### src/rtl/byte_load_ctrl_if.sv
// Bundle of the requester, data-memory and byte-extender signals seen by byte_load_ctrl.
// master = controller view, slave = environment view.
interface byte_load_ctrl_if;
   logic        start;
   logic [15:0] addr;
   logic        sign;
   logic        busy;
   logic        done;
   logic        err;
   logic [15:0] data_out;
   logic        mem_rd;
   logic [15:0] mem_addr;
   logic        mem_stall;
   logic        mem_err;
   logic [15:0] mem_data;
   logic [7:0]  ext_in;
   logic        ext_sign;
   logic [15:0] ext_out;

   modport master (
      input  start, addr, sign, mem_stall, mem_err, mem_data, ext_out,
      output busy, done, err, data_out, mem_rd, mem_addr, ext_in, ext_sign
   );

   modport slave (
      output start, addr, sign, mem_stall, mem_err, mem_data, ext_out,
      input  busy, done, err, data_out, mem_rd, mem_addr, ext_in, ext_sign
   );
endinterface

### src/rtl/byte_load_ctrl.sv
// Multi-cycle LB/LBU controller: aligned word read with stall/timeout handling,
// byte select into the shared extender, registered result with a one-cycle done.
module byte_load_ctrl #(
   parameter int MAX_WAIT = 16
) (
   input  logic             clk,
   input  logic             rst,
   byte_load_ctrl_if.master bus
);

   localparam logic [1:0] S_IDLE = 2'd0;
   localparam logic [1:0] S_REQ  = 2'd1;
   localparam logic [1:0] S_EXT  = 2'd2;
   localparam logic [1:0] S_DONE = 2'd3;
   localparam logic [7:0] LP_MAX_WAIT = 8'(MAX_WAIT);

   logic [1:0]  r_state;
   logic [15:0] r_addr;
   logic        r_sign;
   logic [15:0] r_word;
   logic [7:0]  r_wait;
   logic        r_err;
   logic [15:0] r_data;
   logic [7:0]  w_byte;

   // Little-endian: odd byte address selects the upper half of the word.
   assign w_byte = r_addr[0] ? r_word[15:8] : r_word[7:0];

   assign bus.busy     = (r_state != S_IDLE);
   assign bus.done     = (r_state == S_DONE);
   assign bus.err      = (r_state == S_DONE) && r_err;
   assign bus.data_out = r_data;
   assign bus.mem_rd   = (r_state == S_REQ);
   assign bus.mem_addr = {r_addr[15:1], 1'b0};
   assign bus.ext_in   = (r_state == S_EXT) ? w_byte : 8'h00;
   assign bus.ext_sign = (r_state == S_EXT) && r_sign;

   always_ff @(posedge clk or posedge rst) begin
      if (rst) begin
         r_state <= S_IDLE;
         r_addr  <= 16'h0000;
         r_sign  <= 1'b0;
         r_word  <= 16'h0000;
         r_wait  <= 8'h00;
         r_err   <= 1'b0;
         r_data  <= 16'h0000;
      end else begin
         case (r_state)
            S_IDLE: begin
               if (bus.start) begin
                  r_addr  <= bus.addr;
                  r_sign  <= bus.sign;
                  r_wait  <= 8'h00;
                  r_state <= S_REQ;
               end
            end
            S_REQ: begin
               // Timeout fires on the stall after MAX_WAIT tolerated ones.
               if (bus.mem_err) begin
                  r_err   <= 1'b1;
                  r_data  <= 16'h0000;
                  r_state <= S_DONE;
               end else if (!bus.mem_stall) begin
                  r_word  <= bus.mem_data;
                  r_state <= S_EXT;
               end else if (r_wait == LP_MAX_WAIT) begin
                  r_err   <= 1'b1;
                  r_data  <= 16'h0000;
                  r_state <= S_DONE;
               end else begin
                  r_wait <= r_wait + 8'h01;
               end
            end
            S_EXT: begin
               r_data  <= bus.ext_out;
               r_err   <= 1'b0;
               r_state <= S_DONE;
            end
            default: begin
               r_state <= S_IDLE;
            end
         endcase
      end
   end

endmodule

### src/flat_wrapper.sv
// flat-port wrapper written by rule: the top's interface ports become plain ports
module byte_load_ctrl_flat 
#(
   parameter int MAX_WAIT = 16
)
  (clk, rst, bus_start, bus_addr, bus_sign, bus_mem_stall, bus_mem_err, bus_mem_data, bus_ext_out, bus_busy, bus_done, bus_err, bus_data_out, bus_mem_rd, bus_mem_addr, bus_ext_in, bus_ext_sign);
  byte_load_ctrl_if bus_i ();
  input  logic clk;
  input  logic rst;
  input wire logic [$bits(bus_i.start)-1:0] bus_start;
  input wire logic [$bits(bus_i.addr)-1:0] bus_addr;
  input wire logic [$bits(bus_i.sign)-1:0] bus_sign;
  input wire logic [$bits(bus_i.mem_stall)-1:0] bus_mem_stall;
  input wire logic [$bits(bus_i.mem_err)-1:0] bus_mem_err;
  input wire logic [$bits(bus_i.mem_data)-1:0] bus_mem_data;
  input wire logic [$bits(bus_i.ext_out)-1:0] bus_ext_out;
  output wire logic [$bits(bus_i.busy)-1:0] bus_busy;
  output wire logic [$bits(bus_i.done)-1:0] bus_done;
  output wire logic [$bits(bus_i.err)-1:0] bus_err;
  output wire logic [$bits(bus_i.data_out)-1:0] bus_data_out;
  output wire logic [$bits(bus_i.mem_rd)-1:0] bus_mem_rd;
  output wire logic [$bits(bus_i.mem_addr)-1:0] bus_mem_addr;
  output wire logic [$bits(bus_i.ext_in)-1:0] bus_ext_in;
  output wire logic [$bits(bus_i.ext_sign)-1:0] bus_ext_sign;
  assign bus_i.start = bus_start;
  assign bus_i.addr = bus_addr;
  assign bus_i.sign = bus_sign;
  assign bus_i.mem_stall = bus_mem_stall;
  assign bus_i.mem_err = bus_mem_err;
  assign bus_i.mem_data = bus_mem_data;
  assign bus_i.ext_out = bus_ext_out;
  assign bus_busy = bus_i.busy;
  assign bus_done = bus_i.done;
  assign bus_err = bus_i.err;
  assign bus_data_out = bus_i.data_out;
  assign bus_mem_rd = bus_i.mem_rd;
  assign bus_mem_addr = bus_i.mem_addr;
  assign bus_ext_in = bus_i.ext_in;
  assign bus_ext_sign = bus_i.ext_sign;
  byte_load_ctrl #(.MAX_WAIT(MAX_WAIT)) u_core (.clk(clk), .rst(rst), .bus(bus_i));
endmodule
### config.mk
export PLATFORM = sky130hd
export DESIGN_NAME = byte_load_ctrl_flat
export DESIGN_NICKNAME = d
export VERILOG_FILES = /design/src/rtl/byte_load_ctrl_if.sv /design/src/rtl/byte_load_ctrl.sv /design/src/flat_wrapper.sv
export SDC_FILE = /design/constraint.sdc
export NUM_CORES = 1
export LEC_CHECK = 0
export ABC_AREA = 1
export BUFFER_PORTS_ARGS = -buffer_cell sky130_fd_sc_hd__clkbuf_2
export CAP_MARGIN = 5
export CORE_ASPECT_RATIO = 0.9
export CORE_MARGIN = 2
export CORE_UTILIZATION = 25
export CTS_BUF_LIST = sky130_fd_sc_hd__clkbuf_4 sky130_fd_sc_hd__clkbuf_8 sky130_fd_sc_hd__clkbuf_16
export DETAILED_ROUTE_END_ITERATION = 8
export GPL_TIMING_DRIVEN = 0
export PLACE_DENSITY = 0.56
export SLEW_MARGIN = 5
export SYNTH_ARGS = -nofsm -noshare
export SYNTH_HDL_FRONTEND = slang
export SYNTH_SLANG_ARGS = --single-unit
### constraint.sdc
create_clock -name clk -period 1.8 [get_ports clk]
set_clock_uncertainty 0.05 [all_clocks]
set_input_delay 0.18 -clock clk [delete_from_list [all_inputs] [get_ports clk]]
set_output_delay 0.18 -clock clk [all_outputs]
set_load 0.03 [all_outputs]
==> results of run 1 <==
## flip-flops by register name, summed over array words and instances (netlist names)
signal,count
u_core.bus.data_out,16
u_core.r_addr,16
u_core.r_err,1
u_core.r_sign,1
u_core.r_state,2
u_core.r_wait,8
u_core.r_word,16
## report_power, final
group	internal, mW	switching, mW	total (mW)
logic	1.60	2.43	4.03
registers	1.95	0.373	2.32
clock network	1.02	0.561	1.58
## worst max-delay path by stage
stage,start,endpoint,slack [ps],cells past startpoint
after floorplan,u_core.r_state[0]$_DFFE_PP0P_,bus_ext_in[0],30,6
after global placement,rst,u_core.r_word[0]$_DFFE_PP0P_,-810,2
after detailed placement,u_core.r_state[0]$_DFFE_PP0P_,bus_ext_in[7],-350,7
after CTS,u_core.r_state[0]$_DFFE_PP0P_,bus_ext_in[4],-7,7
after global routing,u_core.r_state[0]$_DFFE_PP0P_,u_core.r_wait[0]$_DFFE_PP0P_,-10,9
final,u_core.r_state[0]$_DFFE_PP0P_,bus_ext_in[5],100,6
## cell type report
| cell class | count | area (sq um) |
|---|---|---|
| multi-input combinational | 220 | 1210 |
| tap | 160 | 200 |
| inverter | 51 | 195 |
| timing repair buffer | 108 | 621 |
| clock buffer | 12 | 267 |
| sequential | 60 | 1500 |
| clock inverter | 2 | 10.0 |
| fill | 1275 | 7750 |
| buffer | 26 | 216 |
## through the flow
stage               cell area [sq um]  instances  utilization  total power, mW  worst slack [ps]
finish                           4230        639        0.353             7.93              98.7
global route                     4230        639        0.353             8.54             -13.1
CTS                              4200        638        0.350             7.97             -6.93
detailed placement               3740        617        0.313             5.96              -350
global placement                 3740        617        0.312             5.87              -812
floorplan                        3060        360            -             4.96              28.3
## critical path, delay by kind of cell, from the launching register on
kind / cells / cell delay (ps)
buffers and inverters: 3 / 410
DFF: 1 / 380
adders and majority gates: 1 / 180
and+or+nand+nor: 1 / 130
AOI/OAI and AO/OA: 1 / 50
## cells by family (layout without fill, tap and decap cells)
group / count (synthesis) / after routing / share of synthesized area
AO/OA/AOI/OAI: 39 / 39 / 0.0744
XOR/XNOR: 2 / 2 / 0.00576
adder cells (fa/ha/maj): 6 / 6 / 0.0247
buffers and inverters: 80 / 199 / 0.134
flip-flops: 60 / 60 / 0.493
multiplexers: 16 / 16 / 0.0592
other: 1 / 1 / 0.00123
AND/OR/NAND/NOR: 156 / 156 / 0.208
## what timing repair did
item	4_1_cts	5_1_grt
endpoints found under the setup margin	33	40
resized for setup	37	15
hold buffers	1	0
endpoints found under the hold margin	60	0
pin swaps	5	5
gates cloned	1	0
buffers inserted	6	3
## layout by cell type, fill, tap and decap left out, drive strengths merged, types with 3 or more instances in the layout
| cell type | n |
|---|---|
| dfrtp | 60 |
| nor2 | 24 |
| clkbuf | 106 |
| clkinv | 3 |
| inv | 50 |
| nand3 | 23 |
| mux2 | 16 |
| buf | 39 |
| ha | 6 |
| nand2 | 108 |
| o21ai | 35 |
## layer usage
metal  wire, microns  GRT usage  part of all wire  vias to the layer above
li1                -          -                 -                     1331
met1            3710      0.159              0.49                     1195
met2            3440      0.200              0.45                       72
met3             360     0.0293             0.047                        6
met4              83     0.0424             0.011                        0
met5               0          0                 0                        -
==> flow_metrics.env, run 1 <==
export IMPL_nNetsFinal=536
export IMPL_cts_sinks=60
export IMPL_synth_enable_flop_cells=0
export IMPL_routedWlPerCell_microns=11.9
export IMPL_track_usage=0.122
export IMPL_yosysMostFrequentCell="nand2_1"
export IMPL_clock_tree_root_cell="clkbuf_16"
export IMPL_maxSlewViolCount=0
export IMPL_io_buffers=97
export IMPL_synth_fp_nets=420
export IMPL_worstHoldStart="bus_mem_data[0]"
export IMPL_tightest_slew_ps=760
export IMPL_outcome="completed"
export IMPL_overflow=0
export IMPL_detailed_place_hpwl_microns=5370
export IMPL_worstPathRequired_ps=1570
export IMPL_reg2reg_setup_slack_ps=110
export IMPL_synth_area_sq_mm=0.00304
export IMPL_drt_pass1_iter_count=4
export IMPL_start_kind="flop"
export IMPL_critPathKind="flop to output port"
export IMPL_path_clk_slew_ps=50
export IMPL_worstHoldPathCells=3
export IMPL_h_tree_depth=3
export IMPL_ant_nets=0
export IMPL_ioPinCount=99
export IMPL_peakVddDrop_uv=465
export IMPL_ys_top_cells_by_area="dfrtp_1, nand2_1, inv_1"
export IMPL_worst_r2r_cell_count=9
export IMPL_core_sq_mm=0.0120
export IMPL_fp_dieW_microns=120
export IMPL_power_density_mw_per_mm2=1880
export IMPL_tns_ps=0
export IMPL_cts_buffers=9
export IMPL_yosysTopAreaCell="dfrtp_1"
export IMPL_cts_tree="yes"
export IMPL_synth_warnings=0
export IMPL_hold_path_class="input pin to flop"
export IMPL_synthArstFlopShare=1.00
export IMPL_ys_ff_latch=60
export IMPL_hold_slack_ps=23.0
export IMPL_setup_viol=0
export IMPL_grt_pass1_wl_microns=12400
export IMPL_yosysSeqAreaShare=0.493
export IMPL_syn_avg_cell_area_sq_um=8.46
export IMPL_grt_start_max_net_pins=61
export IMPL_start_util=0.254
export IMPL_die_y_microns=109
export IMPL_row_count=38
export IMPL_min_to="u_core.r_word[0]$_DFFE_PP0P_"
export IMPL_drive_above_1_share=0.401
export IMPL_via_per_inst=4.08
export IMPL_hold_viol=0
export IMPL_crit_chain="inv_2, ha_4, clkbuf_16, o21ai_2, nor2_2, clkbuf_8"
export IMPL_p_leak_nw=2.34
export IMPL_routabilityCongestion=0.750
export IMPL_netlist_instances=360
export IMPL_insertedDiodeCount=0
export IMPL_cts_buffer_depth=2
export IMPL_min_period_over_period=0.945
export IMPL_crit_path_max_incr_delay_ps=380
export IMPL_grt_pass1_vias=2594
export IMPL_cp_arrival_ps=1470
export IMPL_worst_skew_pair_late_latency_ps=320
export IMPL_synth_main_ff_cell="dfrtp_1"
export IMPL_cp_slowest_cell="dfrtp_1"
export IMPL_worst_path_max_fanout=5
export IMPL_synth_cell_type_count=26
export IMPL_antenna_found_initial=0
export IMPL_die_area_sq_mm=0.0131
export IMPL_slew_headroom=0.494
export IMPL_yosysTopAreaCellShare=0.493
export IMPL_drt_total_wl_microns=7590
export IMPL_fmax_mhz=588
export IMPL_cap_violations=0
export IMPL_end_kind="output port"
export IMPL_yosys_top_cells_count="nand2_1, dfrtp_1, inv_1"
export IMPL_r2r_start="u_core.r_state[1]$_DFFE_PP0P_"
export IMPL_rr_endpoint="u_core.r_word[1]$_DFFE_PP0P_"
export IMPL_drt_iter0_markers=157
export IMPL_drc_errors=0
export IMPL_period_needed_ps=1700
export IMPL_vias=2604
export IMPL_syn2layout_area_growth_pct=38.8
No activity file was read; power rests on OpenSTA's default activity.
==> run 2, diff against run 1 <==
Settings changed: PLACE_DENSITY 0.56 to default, PLACE_DENSITY_LB_ADDON from default to 0.3.
==> run 2 against run 1 <==
Compared with the run above: die area unchanged; highest routed layer unchanged; register-to-register slack got worse by 30 ps; routed wire length up 2.3%; combinational power about the same; core utilization is 0.24 points higher; first-iteration DRC count up 17%; global-route usage hardly changed; sequential share of layout area fell by 0.21 points; maximum frequency decreased by 1.1%; sequential cell count unchanged; critical path depth grew 3.
==> flow_metrics.env, run 2 (same netlist as run 1, synthesis figures left out) <==
export IMPL_outcome="completed"
export IMPL_setup_ws_ps=79.9
export IMPL_worstHoldPathCells=3
export IMPL_p_int_mw=4.52
export IMPL_rr_endpoint="u_core.r_word[1]$_DFFE_PP0P_"
export IMPL_row_count=38
export IMPL_ioPinCount=99
export IMPL_drc_errors=0
export IMPL_io_buffers=97
export IMPL_start_util=0.254
export IMPL_nNetsFinal=537
export IMPL_peakVddDrop_uv=530
export IMPL_worst_r2r_cell_count=9
export IMPL_p_leak_nw=2.37
export IMPL_syn2layout_area_growth_pct=39.8
export IMPL_maxSlewViolCount=0
export IMPL_slew_headroom=0.487
export IMPL_grt_start_max_net_pins=61
export IMPL_die_area_sq_mm=0.0131
export IMPL_cap_violations=0
export IMPL_worstPathRequired_ps=1950
export IMPL_p_sw_mw=3.34
export IMPL_h_tree_depth=3
export IMPL_r2r_start="u_core.r_state[1]$_DFFE_PP0P_"
export IMPL_fp_dieW_microns=120
export IMPL_detailed_place_hpwl_microns=5350
export IMPL_path_clk_slew_ps=50
export IMPL_pwr_share_comb=0.513
export IMPL_insertedDiodeCount=0
export IMPL_core_sq_mm=0.0120
export IMPL_cts_buffer_depth=2
export IMPL_cts_buffers=9
export IMPL_min_period_over_period=0.956
export IMPL_worst_path_max_fanout=8
export IMPL_cts_tree="yes"
export IMPL_final_cells=640
export IMPL_power_density_mw_per_mm2=1850
export IMPL_layout_commonest_cell="nand2_1"
export IMPL_overflow=0
export IMPL_final_cell_mix="nand2_1, clkbuf_2, dfrtp_1, inv_1, buf_4"
export IMPL_power_share_switching=0.425
export IMPL_period_needed_ps=1720
export IMPL_rsz0062_at_grt="true"
export IMPL_end_kind="flop"
export IMPL_worst_skew_pair_late_latency_ps=320
export IMPL_critPathKind="flop to flop"
export IMPL_grt_pass1_wl_microns=12300
export IMPL_crit_end="u_core.r_word[1]$_DFFE_PP0P_"
export IMPL_routedWlPerCell_microns=12.1
export IMPL_p_clk_frac=0.194
export IMPL_hold_path_class="input pin to flop"
export IMPL_drt_total_wl_microns=7770
export IMPL_tightest_slew_ps=769
export IMPL_cts_sinks=60
export IMPL_seqPwrFrac=0.293
export IMPL_cp_arrival_ps=1870
export IMPL_hold_viol=0
export IMPL_reg2reg_setup_slack_ps=80
export IMPL_post_place_ws_ps=-274
export IMPL_setup_viol=0
export IMPL_start_kind="flop"
export IMPL_drt_iter0_markers=183
export IMPL_via_per_inst=4.14
export IMPL_drt_pass1_iter_count=4
export IMPL_drive_above_1_share=0.402
export IMPL_dp_cells=617
export IMPL_critPathLaunch="u_core.r_state[1]$_DFFE_PP0P_"
export IMPL_grt_pass1_vias=2545
export IMPL_track_usage=0.122
export IMPL_antenna_found_initial=0
export IMPL_die_y_microns=109
export IMPL_vias=2649
export IMPL_fmax_mhz=581
export IMPL_ant_nets=0
export IMPL_routabilityCongestion=0.775
export IMPL_clock_tree_root_cell="clkbuf_16"
## run 2: per-stage QoR
| stage | util | hold slack, ps | TNS (ps) | power, mW | cell area [sq um] |
|---|---|---|---|---|---|
| after floorplan | - | 263 | 0 | 4.96 | 3060 |
| after global placement | 0.312 | 360 | -54750 | 5.88 | 3740 |
| after detailed placement | 0.313 | 335 | -5550 | 5.96 | 3740 |
| after CTS | 0.348 | 26.5 | -83.0 | 7.87 | 4160 |
| after global routing | 0.355 | 27.9 | -136 | 8.47 | 4260 |
| final | 0.355 | 30.5 | 0 | 7.87 | 4260 |
## run 2: critical path, stage by stage, from the launching register on
cell	delay [ps]
dfrtp_2	440
inv_2	100
ha_4	170
nand2_2	70
or2_1	240
buf_6	140
buf_12	140
buf_12	130
nand2_1	50
o21ai_1	60
## run 2: per-layer routing
metal | up-vias | track usage | part of all wire
met1 | 1225 | 0.155 | 0.46
met2 | 84 | 0.201 | 0.47
li1 | 1330 | - | -
met4 | 0 | 0.0573 | 0.018
met3 | 10 | 0.0267 | 0.054
met5 | - | 0 | 0
## run 2: repair_timing
item                       CTS  global route
setup buffers                6             2
resized for setup           31            24
setup endpoints to repair   40            40
hold endpoints to repair    47             0
pin swaps                    4             5
gates cloned                 1             1
hold buffers                 1             0
## run 2: final cells by class
| cell class | count | area [sq um] |
|---|---|---|
| Tap cell | 160 | 200 |
| Clock buffer | 11 | 246 |
| Fill cell | 1287 | 7730 |
| Buffer | 27 | 243 |
| Timing Repair Buffer | 108 | 653 |
| Clock inverter | 3 | 15.0 |
| Sequential cell | 60 | 1510 |
| Multi-Input combinational cell | 220 | 1200 |
| Inverter | 51 | 195 |
## run 2: power by group through the flow
stage	combinational (mW)	sequential (mW)	clock [mW]
after floorplan	2.39	2.57	0
after global placement	3.60	2.28	0
after detailed placement	3.65	2.31	0
after CTS	3.99	2.30	1.58
after global routing	4.43	2.39	1.66
final	4.03	2.30	1.53
## run 2: worst min-delay path by stage
stage / startpoint / end / slack, ps
final: bus_mem_data[9] / u_core.r_word[9]$_DFFE_PP0P_ / 30
after global routing: bus_mem_data[10] / u_core.r_word[10]$_DFFE_PP0P_ / 30
after CTS: bus_mem_data[10] / u_core.r_word[10]$_DFFE_PP0P_ / 30
after floorplan: bus_mem_data[0] / u_core.r_word[0]$_DFFE_PP0P_ / 260
after global placement: bus_mem_data[14] / u_core.r_word[14]$_DFFE_PP0P_ / 360
after detailed placement: rst / u_core.r_addr[9]$_DFFE_PP0P_ / 340
